[src/rtl/sprite_pkg.sv]
// Shared types and constants for the per-scanline sprite renderer.
// Contents: attribute entry layout, FSM state encoding, line geometry.
package sprite_pkg;

  localparam int unsigned LINE_W    = 640;
  localparam int unsigned SPRITE_W  = 16;
  localparam int unsigned LAST_LINE = 524;
  localparam int unsigned ATTR_W    = 32;

  // Attribute word: [31] enable, [30:26] reserved, [25] hflip,
  // [24:19] frame, [18:10] y, [9:0] x.
  typedef struct packed {
    logic       enable;
    logic [4:0] rsvd;
    logic       hflip;
    logic [5:0] frame;
    logic [8:0] y;
    logic [9:0] x;
  } sprite_attr_t;

  typedef enum logic [2:0] {
    IDLE,
    EVAL,
    WAIT,
    LOAD,
    DRAW,
    DONE
  } sprite_state_e;

endpackage

[src/rtl/sprite_attr_ram.sv]
// Sprite attribute register file: NUM_SPRITES x 32, one write port,
// one asynchronous read port, whole table cleared on reset.
// Ports: clk, reset_n, we/waddr/wdata (write), raddr/rdata (read).
module sprite_attr_ram
  import sprite_pkg::*;
#(
  parameter int unsigned NUM_SPRITES = 16,
  parameter int unsigned AW          = 4
) (
  input  logic              clk,
  input  logic              reset_n,
  input  logic              we,
  input  logic [AW-1:0]     waddr,
  input  logic [ATTR_W-1:0] wdata,
  input  logic [AW-1:0]     raddr,
  output sprite_attr_t      rdata
);

  logic [ATTR_W-1:0] mem [NUM_SPRITES];

  // Clearing every entry on reset leaves all sprites disabled.
  always_ff @(posedge clk or negedge reset_n) begin
    if (!reset_n) begin
      for (int i = 0; i < int'(NUM_SPRITES); i++) mem[i] <= '0;
    end else if (we) begin
      mem[waddr] <= wdata;
    end
  end

  assign rdata = sprite_attr_t'(mem[raddr]);

endmodule

[src/rtl/sprite_engine.sv]
// Per-scanline sprite renderer. On sprite_start it scans the attribute
// table from the highest index down, fetches the row of each sprite that
// covers the target line from the sprite ROM and writes its opaque pixels
// into the line buffer draw port. Lower indices are drawn last and win.
// Ports: clk, reset_n, sprite_start, vcount, attr_we/attr_addr/attr_wdata,
//        rom_addr/rom_q, addr/data/wren_pixel_draw, sprite_busy, sprite_done.
// Build option: SPRITE_HFLIP_EN enables horizontal mirroring via attr bit 25.
module sprite_engine
  import sprite_pkg::*;
#(
  parameter int unsigned NUM_SPRITES = 16,
  parameter int unsigned SPRITE_H    = 16,
  localparam int unsigned AW         = $clog2(NUM_SPRITES)
) (
  input  logic              clk,
  input  logic              reset_n,
  input  logic              sprite_start,
  input  logic [9:0]        vcount,
  input  logic              attr_we,
  input  logic [AW-1:0]     attr_addr,
  input  logic [ATTR_W-1:0] attr_wdata,
  output logic [9:0]        rom_addr,
  input  logic [255:0]      rom_q,
  output logic [9:0]        addr_pixel_draw,
  output logic [15:0]       data_pixel_draw,
  output logic              wren_pixel_draw,
  output logic              sprite_busy,
  output logic              sprite_done
);

  sprite_state_e state_q, state_d;

  logic [9:0]    line_q, line_d;
  logic [AW-1:0] idx_q, idx_d;
  logic [9:0]    x_q, x_d;
  logic [255:0]  row_q, row_d;
  logic [3:0]    col_q, col_d;
  logic [9:0]    rom_addr_d, addr_d;
  logic [15:0]   data_d;
  logic          wren_d, busy_d, done_d;

  sprite_attr_t  attr;
  logic [9:0]    diff;
  logic          hit;
  logic          last_idx;
  logic [10:0]   sx;
  logic [3:0]    sel;
  logic [15:0]   pix;
  logic          unused_attr;

  sprite_attr_ram #(
    .NUM_SPRITES (NUM_SPRITES),
    .AW          (AW)
  ) u_attr_ram (
    .clk     (clk),
    .reset_n (reset_n),
    .we      (attr_we),
    .waddr   (attr_addr),
    .wdata   (attr_wdata),
    .raddr   (idx_q),
    .rdata   (attr)
  );

  // A line above y wraps to a large unsigned difference and misses.
  assign diff        = line_q - {1'b0, attr.y};
  assign hit         = attr.enable && (diff < 10'(SPRITE_H));
  assign last_idx    = (idx_q == '0);
  assign sx          = {1'b0, x_q} + {7'b0, col_q};
  assign unused_attr = ^{attr.rsvd, attr.hflip};

`ifdef SPRITE_HFLIP_EN
  logic hflip_q, hflip_d;

  always_ff @(posedge clk or negedge reset_n) begin
    if (!reset_n) hflip_q <= 1'b0;
    else          hflip_q <= hflip_d;
  end

  always_comb begin
    hflip_d = hflip_q;
    if (state_q == EVAL && hit) hflip_d = attr.hflip;
  end

  // 15-col is the bitwise complement of a 4-bit column.
  assign sel = hflip_q ? ~col_q : col_q;
`else
  assign sel = col_q;
`endif

  assign pix = row_q[{sel, 4'b0000} +: 16];

  // State register
  always_ff @(posedge clk or negedge reset_n) begin
    if (!reset_n) state_q <= IDLE;
    else          state_q <= state_d;
  end

  // Next-state logic
  always_comb begin
    state_d = state_q;
    unique case (state_q)
      IDLE: if (sprite_start) state_d = EVAL;
      EVAL: begin
        if (hit)           state_d = WAIT;
        else if (last_idx) state_d = DONE;
      end
      WAIT: state_d = LOAD;
      LOAD: state_d = DRAW;
      DRAW: if (col_q == 4'd15) state_d = last_idx ? DONE : EVAL;
      DONE: state_d = IDLE;
      default: state_d = IDLE;
    endcase
  end

  // Datapath and next output values
  always_comb begin
    line_d     = line_q;
    idx_d      = idx_q;
    x_d        = x_q;
    row_d      = row_q;
    col_d      = col_q;
    rom_addr_d = rom_addr;
    addr_d     = addr_pixel_draw;
    data_d     = data_pixel_draw;
    wren_d     = 1'b0;
    busy_d     = (state_d != IDLE);
    done_d     = (state_d == DONE);
    unique case (state_q)
      IDLE: begin
        if (sprite_start) begin
          line_d = (vcount == 10'(LAST_LINE)) ? 10'd0 : vcount + 10'd1;
          idx_d  = AW'(NUM_SPRITES - 1);
        end
      end
      EVAL: begin
        if (hit) begin
          rom_addr_d = {attr.frame, diff[3:0]};
          x_d        = attr.x;
        end else if (!last_idx) begin
          idx_d = idx_q - AW'(1);
        end
      end
      LOAD: begin
        row_d = rom_q;
        col_d = 4'd0;
      end
      DRAW: begin
        col_d = col_q + 4'd1;
        if (pix[0] && (sx < 11'(LINE_W))) begin
          wren_d = 1'b1;
          addr_d = sx[9:0];
          data_d = pix;
        end
        if (col_q == 4'd15 && !last_idx) idx_d = idx_q - AW'(1);
      end
      default: ;
    endcase
  end

  // Datapath and output registers
  always_ff @(posedge clk or negedge reset_n) begin
    if (!reset_n) begin
      line_q          <= '0;
      idx_q           <= '0;
      x_q             <= '0;
      row_q           <= '0;
      col_q           <= '0;
      rom_addr        <= '0;
      addr_pixel_draw <= '0;
      data_pixel_draw <= '0;
      wren_pixel_draw <= 1'b0;
      sprite_busy     <= 1'b0;
      sprite_done     <= 1'b0;
    end else begin
      line_q          <= line_d;
      idx_q           <= idx_d;
      x_q             <= x_d;
      row_q           <= row_d;
      col_q           <= col_d;
      rom_addr        <= rom_addr_d;
      addr_pixel_draw <= addr_d;
      data_pixel_draw <= data_d;
      wren_pixel_draw <= wren_d;
      sprite_busy     <= busy_d;
      sprite_done     <= done_d;
    end
  end

endmodule

[config.mk]
export PLATFORM = sky130hd
export DESIGN_NAME = sprite_engine
export DESIGN_NICKNAME = d
export VERILOG_FILES = /design/src/rtl/sprite_pkg.sv /design/src/rtl/sprite_attr_ram.sv /design/src/rtl/sprite_engine.sv
export SDC_FILE = /design/constraint.sdc
export NUM_CORES = 1
export LEC_CHECK = 0
export BUFFER_PORTS_ARGS = -buffer_cell sky130_fd_sc_hd__buf_2
export CORE_ASPECT_RATIO = 1.2
export CORE_MARGIN = 4
export CORE_UTILIZATION = 30
export CTS_BUF_LIST = sky130_fd_sc_hd__clkbuf_4
export DETAILED_ROUTE_END_ITERATION = 16
export REMOVE_ABC_BUFFERS = 1
export SKIP_LAST_GASP = 1
export SYNTH_ARGS = -nofsm -noshare
export SYNTH_HDL_FRONTEND = slang
export SYNTH_SLANG_ARGS = --single-unit
[constraint.sdc]
create_clock -name clk -period 5.51 [get_ports clk]
set_input_delay 0.8265 -clock clk [delete_from_list [all_inputs] [get_ports clk]]
set_output_delay 0.8265 -clock clk [all_outputs]
set_load 0.02 [all_outputs]
* After elaboration in Yosys (flattened, before gate mapping)
Index checks and enable logic that the tools add are counted.
** Storage, ports and cells
- Bits of input ports :: 306
- Logic and storage cells :: 87
- Output and inout port bits :: 39
- Register bits :: 838
** Cells by class
- $add $sub $neg :: 5
- Bitwise operators :: 2
- $lt $le $gt $ge :: 5
- Reductions and logical operators :: 14
- Multiplexer cells :: 21
- Shift operators :: 1
- Eq/ne operators :: 11
** Operators with widths (number)
- $bwmux 512 :: 1
- $shiftx 256x9->16 :: 1
- $bmux 32 s4 :: 1
- $demux 32 s4 :: 1
- $mux 32 :: 3
- $mux 4 :: 4
- $mux 3 :: 5
- $pmux 3 s5 :: 1
- $pmux 4 s3 :: 1
- $add 10x4->11 :: 1
- $lt 11x10->1 const B :: 1
- $add 10x1->10 const B :: 1
- $eq 10x10->1 const B :: 1
- $ge 5x5->1 const B :: 2
- $lt 10x5->1 const B :: 1
- $mux 10 :: 1
- $not 4->5 :: 2
- $sub 10x9->10 :: 1
- $ne 2x2->1 const B :: 4
- $pmux 4 s2 :: 1
- $eq 3x2->1 const B :: 2
- $eq 3x3->1 const B :: 2
- $reduce_and 2->1 :: 3
- $reduce_bool 3->1 :: 2
- 12 further kinds :: 16

* Logic depth before layout (Yosys ltp)
Gate-level depths: netlist of run 1.
- Depth in word-level cells :: 10
- Mapped depth :: 22
- Depth with buffers taken out :: 16

* Modules after synthesis
A second synthesis of run 1 with hierarchy kept.
** Unflattened totals
- Cell total of the unflattened synthesis :: 2949
- Area, all modules :: 38105.3 µm²
** Modules (own cells, without submodules)
- sprite_attr_ram :: area an instance 22774.3 µm², cells an instance 1404, times used 1, seq. area each 12812.3 µm²
- sprite_engine :: area an instance 15331.0 µm², cells an instance 1545, times used 1, seq. area each 8157.8 µm²

* Worst setup path before layout of run 1
Ideal clock, no wire load.
- Path kind :: flip-flop to flip-flop
- Start point :: reg idx_q[1]
- End point :: reg state_q[1]
- Data required time :: 5.432 ns
- Path buffers :: 6
- Stages on the path, launching flop included :: 17
- Arrival time :: 4.524 ns
- Slack :: 0.909 ns
- Library setup time :: 0.078 ns
- Period minus slack after synthesis :: 4.601 ns
- Path through :: dfrtp_1 > clkbuf_1 > buf_2 > buf_2 > buf_1 > clkbuf_1 > mux4_2 > a221oi_1 > ha_1 > nor2b_1 > o31a_1 > a21boi_0 > a2111oi_4 > or4b_1 > buf_2 > or3_1 > a21oi_1
** On the way
- Cells in the longest elaborated chain, start to end :: 9
- Elaborated cells on any way between the ends :: 11
- Classes of those cells :: add/sub (1); order compare (1); mux (6); bitwise (1); reduce/logical (2)
** RTL lines
- from (decl) :: RTL line sprite_engine.sv:34 : logic [AW-1:0] idx_q, idx_d;
- from (signal assigned) :: RTL line sprite_engine.sv:176 : idx_q <= idx_d;
- $not 4->5 (implied by the code) :: RTL line sprite_attr_ram.sv:30 : assign rdata = sprite_attr_t'(mem[raddr]);
- $bmux 32 s4 :: RTL line sprite_attr_ram.sv:30
- $mux 32 (implied by the code) (2 in a row) :: RTL line sprite_attr_ram.sv:30
- $sub 10x9->10 :: RTL line sprite_engine.sv:65 : assign diff = line_q - {1'b0, attr.y};
- $lt 10x5->1 :: RTL line sprite_engine.sv:66 : assign hit = attr.enable && (diff < 10'(SPRITE_H));
- $logic_and 1x1->1 :: RTL line sprite_engine.sv:66
- $mux 3 * :: RTL line sprite_engine.sv:104 : if (hit) state_d = WAIT;
- $pmux 3 s5 * :: RTL line sprite_engine.sv:101 : unique case (state_q)
- via state_d[1] :: RTL line sprite_engine.sv:31 : sprite_state_e state_q, state_d;
- to (signal assigned) :: RTL line sprite_engine.sv:95 : else state_q <= state_d;
- to (decl) :: RTL line sprite_engine.sv:31
The timed path passes the listed nets; every way through them passes the cells marked *. The select of a mux whose other input is x is not followed.
A chain may end at the register's enable or synchronous reset.

* Worst setup path after layout of run 1
- Start point :: reg idx_q[0]
- End point :: reg idx_q[1]
** On the way
- Cells in the longest elaborated chain, start to end :: 9
- Elaborated cells on any way between the ends :: 19
- Classes of those cells :: add/sub (2); order compare (1); eq/ne (3); mux (7); bitwise (1); reduce/logical (5)
** RTL lines (RTL line)
- $not 4->5 (implied by the code) :: sprite_attr_ram.sv:30
- $bmux 32 s4 :: sprite_attr_ram.sv:30
- $mux 32 (implied by the code) (2 in a row) :: sprite_attr_ram.sv:30
- $sub 10x9->10 :: sprite_engine.sv:65
- $lt 10x5->1 :: sprite_engine.sv:66
- $logic_and 1x1->1 :: sprite_engine.sv:66
- $ne 2x2->1 (no source line)
- $reduce_and 5->1 (no source line)
Several ways; a longest one is shown, not always the timed one. The select of a mux whose other input is x is not followed.

==> impl_metrics.env, run 1 <==
export IMPL_overflow=0
export IMPL_area_growth_synth_to_final_pct=25.83
export IMPL_cp_depth=11
export IMPL_worstReg2RegStart="idx_q[0]"
export IMPL_crit_family="compound AO/OA/AOI/OAI gates"
export IMPL_avgRoutedWirePerCell_um=19.23
export IMPL_drt_pass1_iterations=5
export IMPL_worst_path_buf_inv=1
export IMPL_die_x_um=315.8
export IMPL_synth_xor_area_frac=0.004881
export IMPL_final_nets=3824
export IMPL_final_cell_mix="839 x nand2_1, 736 x dfrtp_1, 430 x mux2_2"
export IMPL_synth_edf_count=0
export IMPL_synth_cell_types=63
export IMPL_p_leak_nw=19.35
export IMPL_grtUsageTotal=0.1644
export IMPL_grt_pass1_wl_mm=151.8
export IMPL_syn_area_um2=34100
export IMPL_drc=0
export IMPL_relSlewSlack=0.1742
export IMPL_yosys_area_share_simple=0.1094
export IMPL_drv_cap=0
export IMPL_path_clk_slew_ns=0.07
export IMPL_crit_path_top_delay_cell="dfrtp_4"
export IMPL_place_gp_congestion=0.8159
export IMPL_slew_viol_final=0
export IMPL_setup_violations=0
export IMPL_ios=345
export IMPL_grt_max_degree=200
export IMPL_first_iter_violations=1724
export IMPL_reg2reg_to="idx_q[1]"
export IMPL_viasPerCell=4.805
export IMPL_synth_seq_cells=742
export IMPL_yosysWarnings=0
export IMPL_worstSetupPathType="register to register"
export IMPL_finClkSkew_ns=0.1014
export IMPL_setup_tns_ns=0
export IMPL_critPathMaxStageDelay_ns=0.72
export IMPL_h_tree_depth=4
export IMPL_ir_worst_vdd_mv=0.2726
export IMPL_max_freq_mhz=204.6
export IMPL_cts_setup_buffers=0
export IMPL_finalHoldViolations=0
export IMPL_cts_root_buf="clkbuf_4"
export IMPL_synth_top_family_by_area="multiplexers"
export IMPL_place_hpwl_mm=59.69
export IMPL_syn_avg_cell_area_um2=12.10
export IMPL_drt_total_wl_mm=99.22
export IMPL_hold_depth=2
export IMPL_rsz0062_at_grt="false"
export IMPL_cts_buffer_depth=3
export IMPL_ant_nets=0
export IMPL_antenna_found_initial=17
export IMPL_yosysSeqAreaShare=0.5446
export IMPL_netlist_instances=2819
export IMPL_insertion_delay_ns=1.11
export IMPL_cts_sinks=742
export IMPL_path_cells="buf_12 > mux4_2 > a221oi_1 > ha_1 > a21oi_1 > and4b_1 > o31a_1 > a2111oi_4 > or4b_1 > o21ai_0 > a32oi_1"
export IMPL_holdBufCountCts=285
export IMPL_grt_pass1_vias=26330
export IMPL_synth_fa_ha_area_frac=0.007413
export IMPL_fin_crit_ns=4.888
export IMPL_rows=135
export IMPL_cp_end_kind="register"
export IMPL_worstHoldPathType="primary input to register"
export IMPL_fp_dieH_um=377.3
export IMPL_core_um2=112800
export IMPL_start_util=0.3022
export IMPL_reg2reg_depth=11
export IMPL_start_kind="register"
export IMPL_cts_buffers=197
export IMPL_arrival_ns=5.80
export IMPL_min_delay_start="attr_wdata[11]"
export IMPL_muxShareOfSynthArea=0.2739
export IMPL_layout_commonest_cell="nand2_1"
export IMPL_cts_resized=0
export IMPL_setup_slack_ns=0.6222
export IMPL_via_count=24791
export IMPL_required_ns=6.42
export IMPL_cts_tree="done"
export IMPL_layout_drive_gt1_share=0.3618
export IMPL_r2r_slack_ns=0.62
export IMPL_finalCritPeriodShare=0.8871
export IMPL_pre_cts_slack_ns=0.6287
export IMPL_synth_main_ff_cell="dfrtp_1"
export IMPL_async_flop_share=1.000
export IMPL_tightestPinTransition_ns=1.223
export IMPL_die_area_um2=119100
export IMPL_status="finished clean"
export IMPL_power_density_nw_per_um2=460.6
export IMPL_synth_compound_area_share=0.03420
export IMPL_hold_path_end="u_attr_ram.mem[171]"
export IMPL_io_buffers=338
export IMPL_cp_max_fo=37
==> registers in the layout, summed over array words and instances, names as in the netlist <==
| name | count |
|---|---|
| sprite_busy | 1 |
| row_q | 256 |
| sprite_done | 1 |
| rom_addr | 10 |
| x_q | 10 |
| wren_pixel_draw | 1 |
| addr_pixel_draw | 10 |
| u_attr_ram.mem | 416 |
| data_pixel_draw | 16 |
| line_q | 10 |
| col_q | 4 |
| state_q | 3 |
| idx_q | 4 |
==> worst max path at each step <==
stage                        start          end  slack (ns)
final                     idx_q[0]     idx_q[1]        0.62
after floorplan           idx_q[0]  rom_addr[1]       -2.43
after global placement    idx_q[0]  rom_addr[8]        0.70
after global routing      idx_q[0]     idx_q[0]        0.37
after CTS                 idx_q[0]       x_q[9]        0.56
after detailed placement  idx_q[0]  rom_addr[7]        0.63
==> cell families (layout without fill, tap and decap cells) <==
kind of cell,Yosys count,after routing
muxes,696,696
AOI/OAI and AO/OA,174,174
and+or+nand+nor,952,952
DFF,742,742
adders and majority gates,19,19
buffers and inverters,217,1041
other,0,9
xor gates and xnor gates,19,19
==> layout make-up <==
class,count,area [um2]
fillers,10827,69930
flip-flops and latches,742,18580
multi-input cells,1860,14750
repair buffers,674,5050
clock buffers,297,2230
well taps,1507,1886
clock inverters,46,290.3
inverters,24,90.09
diodes,9,22.52
==> through the flow <==
| step | area (um2) | util | instances | hold WS (ns) | power (mW) |
|---|---|---|---|---|---|
| floorplan | 33310 | - | 2626 | 0.4401 | 13.15 |
| global placement | 37510 | 0.3324 | 4522 | 0.4519 | 14.65 |
| detailed placement | 37510 | 0.3324 | 4522 | 0.4566 | 14.83 |
| CTS | 42880 | 0.3800 | 5150 | 0.003887 | 20.04 |
| global route | 42890 | 0.3801 | 5155 | 0.07155 | 21.19 |
| finish | 42900 | 0.3802 | 5159 | 0.2261 | 19.76 |
==> metal layers <==
layer | track usage | part of all wire | vias to the layer above
met2 | 0.2653 | 0.47 | 832
li1 | - | - | 11266
met1 | 0.2097 | 0.43 | 12527
met4 | 0.06522 | 0.025 | 10
met3 | 0.04526 | 0.068 | 156
met5 | 0 | 0.00066 | -
==> power by group <==
part           internal (mW)  switching [mW]  leakage, nW  total (mW)
Clock                   2.49            2.40         1.50        4.89
Combinational           3.39            3.29         9.31        6.68
Sequential              7.18            1.01         8.54        8.19
==> cells in the mapped netlist (all sizes together), types with 2 or more instances <==
| cell | number | area [um2] |
|---|---|---|
| nand2 | 841 | 3159 |
| dfrtp | 742 | 18570 |
| mux2 | 470 | 5364 |
| clkbuf | 149 | 559.3 |
| mux4 | 137 | 3085 |
| mux2i | 89 | 890.9 |
| o21ai | 52 | 260.2 |
| nor2 | 50 | 187.7 |
| buf | 44 | 225.2 |
| a21oi | 40 | 200.2 |
| a221oi | 33 | 289.0 |
| inv | 24 | 90.08 |
| a22oi | 17 | 127.6 |
| ha | 17 | 212.7 |
| nand3 | 13 | 65.06 |
| xnor2 | 12 | 105.1 |
| nand2b | 9 | 56.30 |
| nor2b | 7 | 43.79 |
| xor2 | 7 | 61.31 |
| nor3 | 6 | 30.03 |
| and3 | 5 | 31.28 |
| and2 | 3 | 18.77 |
| nand4 | 3 | 18.77 |
| nor4 | 3 | 18.77 |
| or3 | 3 | 18.77 |
| a211o | 2 | 17.52 |
| a211oi | 2 | 15.01 |
| a21o | 2 | 15.01 |
| fa | 2 | 40.04 |
| nand3b | 2 | 15.01 |
| nor3b | 2 | 15.01 |
| o2111a | 2 | 22.52 |
| o211ai | 2 | 15.01 |
| o21a | 2 | 15.01 |
| o22ai | 2 | 12.51 |
| o31a | 2 | 17.52 |
| o31ai | 2 | 15.01 |
| o41ai | 2 | 17.52 |
Note: power is estimated with default switching activity, not from simulation.
==> run 2, diff against run 1 <==
--- a/config.mk
+++ b/config.mk
@@ -6,11 +6,14 @@
 export NUM_CORES = 1
 export LEC_CHECK = 0
 export BUFFER_PORTS_ARGS = -buffer_cell sky130_fd_sc_hd__buf_2
+export CELL_PAD_IN_SITES_DETAIL_PLACEMENT = 0
+export CELL_PAD_IN_SITES_GLOBAL_PLACEMENT = 1
 export CORE_ASPECT_RATIO = 1.2
 export CORE_MARGIN = 4
 export CORE_UTILIZATION = 30
 export CTS_BUF_LIST = sky130_fd_sc_hd__clkbuf_4
 export DETAILED_ROUTE_END_ITERATION = 16
+export PLACE_DENSITY_LB_ADDON = 0.1
 export REMOVE_ABC_BUFFERS = 1
 export SKIP_LAST_GASP = 1
 export SYNTH_ARGS = -nofsm -noshare
==> impl_metrics.env, run 2 (synthesis gave the netlist of run 1 again) <==
export IMPL_status="finished clean"
export IMPL_antenna_found_initial=12
export IMPL_ir_worst_vdd_mv=0.2003
export IMPL_worstReg2RegStart="idx_q[0]"
export IMPL_largest_register="u_attr_ram.mem"
export IMPL_cp_end_kind="register"
export IMPL_cts_resized=0
export IMPL_fp_dieH_um=377.3
export IMPL_place_gp_congestion=0.7503
export IMPL_fin_crit_ns=4.694
export IMPL_setup_slack_ns=0.8164
export IMPL_post_dp_cell_area_um2=37510
export IMPL_cts_sinks=742
export IMPL_crit_path_top_delay_cell="dfrtp_4"
export IMPL_max_freq_mhz=213.1
export IMPL_relSlewSlack=0.3045
export IMPL_start_kind="register"
export IMPL_io_buffers=338
export IMPL_via_count=24669
export IMPL_drc=0
export IMPL_layout_commonest_cell="nand2_1"
export IMPL_first_iter_violations=1412
export IMPL_cts_tree="done"
export IMPL_slew_viol_final=0
export IMPL_path_cells="buf_12 > mux2i_1 > nand2_1 > nand2_1 > a21oi_1 > nor2_1 > nor2_1 > a221oi_1 > ha_1 > a21oi_1 > nand2_1 > o2111a_1 > a211oi_1 > nor4b_2 > nand2_1 > buf_4 > mux2_1"
export IMPL_cts_buffer_depth=3
export IMPL_die_x_um=315.8
export IMPL_critPathCapture="x_q[5]"
export IMPL_ant_nets=0
export IMPL_setup_violations=0
export IMPL_grt_pass1_wl_mm=164.8
export IMPL_cts_root_buf="clkbuf_4"
export IMPL_rows=135
export IMPL_avgRoutedWirePerCell_um=20.72
export IMPL_ios=345
export IMPL_pre_cts_slack_ns=0.7788
export IMPL_startpoint="idx_q[0]"
export IMPL_worst_path_buf_inv=2
export IMPL_drt_pass1_iterations=5
export IMPL_cts_setup_buffers=0
export IMPL_place_hpwl_mm=65.66
export IMPL_cp_depth=17
export IMPL_reg2reg_to="x_q[5]"
export IMPL_finalCritPeriodShare=0.8518
export IMPL_tightestPinTransition_ns=1.042
export IMPL_core_um2=112800
export IMPL_largest_reg_flops=416
export IMPL_p_leak_nw=19.52
export IMPL_drt_total_wl_mm=107.7
export IMPL_crit_family="compound AO/OA/AOI/OAI gates"
export IMPL_r2r_slack_ns=0.82
export IMPL_cts_buffers=209
export IMPL_area_growth_synth_to_final_pct=26.60
export IMPL_viasPerCell=4.748
export IMPL_layout_drive_gt1_share=0.3663
export IMPL_die_area_um2=119100
export IMPL_drv_cap=0
export IMPL_finClkSkew_ns=0.07326
export IMPL_setup_tns_ns=0
export IMPL_grtUsageTotal=0.1820
export IMPL_final_nets=3837
export IMPL_arrival_ns=5.65
export IMPL_rsz0062_at_grt="false"
export IMPL_insertion_delay_ns=1.10
export IMPL_critPathMaxStageDelay_ns=0.77
export IMPL_grt_pass1_vias=26990
export IMPL_worstSetupPathType="register to register"
export IMPL_h_tree_depth=4
export IMPL_power_density_nw_per_um2=469.0
export IMPL_grt_max_degree=131
export IMPL_reg_largest_list="u_attr_ram.mem (416), row_q (256), data_pixel_draw (16)"
export IMPL_overflow=0
export IMPL_start_util=0.3022
export IMPL_final_cell_mix="839 x nand2_1, 737 x dfrtp_1, 430 x mux2_2"
export IMPL_required_ns=6.46
export IMPL_worstHoldPathType="primary input to register"
export IMPL_path_clk_slew_ns=0.07
export IMPL_finalHoldViolations=0
export IMPL_min_delay_start="attr_wdata[0]"
export IMPL_cp_max_fo=28
export IMPL_reg2reg_depth=17
export IMPL_cp_common_cell="nand2_1"
export IMPL_fin_area_um2=43170
[run 2: cell types whose count changed in the layout (fill, tap and decap cells not counted), moves of 2 or more]
cell           change
dlygate4sd3_1      -2
bufinv_16          +4
buf_4              +3
inv_8              -2
clkinv_2           -3
clkinv_1           +8
clkbuf_4          +37
inv_6              -5
inv_2              +2
clkinv_8           -4
[run 2: cell type report]
cell class / count / area, um2
clock buffer: 334 / 2507
fill: 11131 / 69670
antenna: 9 / 22.52
inverter: 24 / 90.09
clock inverter: 45 / 285.3
timing repair buffer: 675 / 5037
multi-input combinational: 1860 / 14760
tap: 1507 / 1886
sequential: 742 / 18580
[run 2: worst min path at each step]
stage / cells after the start / slack [ns] / endpoint
2_1_floorplan: 2 / 0.44 / row_q[241]
3_3_place_gp: 1 / 0.45 / data_pixel_draw[0]
3_5_place_dp: 2 / 0.46 / row_q[36]
4_1_cts: 2 / 0.002 / u_attr_ram.mem[178]
5_1_grt: 2 / 0.07 / u_attr_ram.mem[466]
6_report: 2 / 0.22 / u_attr_ram.mem[480]
[run 2: metal layers]
| metal | track usage | routed length [um] | part of all wire |
|---|---|---|---|
| met1 | 0.2422 | 48930 | 0.45 |
| met2 | 0.2977 | 51040 | 0.47 |
| met3 | 0.04022 | 5627 | 0.052 |
| met4 | 0.05446 | 2053 | 0.019 |
| met5 | 0 | 13 | 0.00012 |
[run 2: worst reg2reg max path: cells and delay by family (launching register included)]
family,cells,cell delay (ns)
AO/OA/AOI/OAI,5,1.46
flip-flops,1,0.77
AND/OR/NAND/NOR,7,0.72
multiplexers,2,0.61
buffers and inverters,2,0.59
adder cells (fa/ha/maj),1,0.40
[run 2: metrics by stage]
stage | utilization | hold WS (ns) | total power [mW] | cells
2_1_floorplan | - | 0.4401 | 13.15 | 2626
3_5_place_dp | 0.3325 | 0.4568 | 14.96 | 4524
4_1_cts | 0.3823 | 0.002389 | 20.68 | 5186
6_report | 0.3826 | 0.2188 | 20.24 | 5196
3_3_place_gp | 0.3325 | 0.4475 | 14.73 | 4524
5_1_grt | 0.3825 | 0.07157 | 21.81 | 5193
[run 2: what timing repair did]
| item | 4_1_cts | 5_1_grt |
|---|---|---|
| hold buffers | 283 | 0 |
| hold endpoints to repair | 479 | 0 |
| endpoints found under the setup margin | 0 | 0 |
[run 2: power by group]
group          total [mW]  leakage [nW]  internal [mW]  switching (mW)
registers            8.24          8.54           7.18            1.06
clock network        5.34          1.67           2.91            2.43
logic                6.67          9.31           3.37            3.30
total                20.2          19.5           13.5            6.79
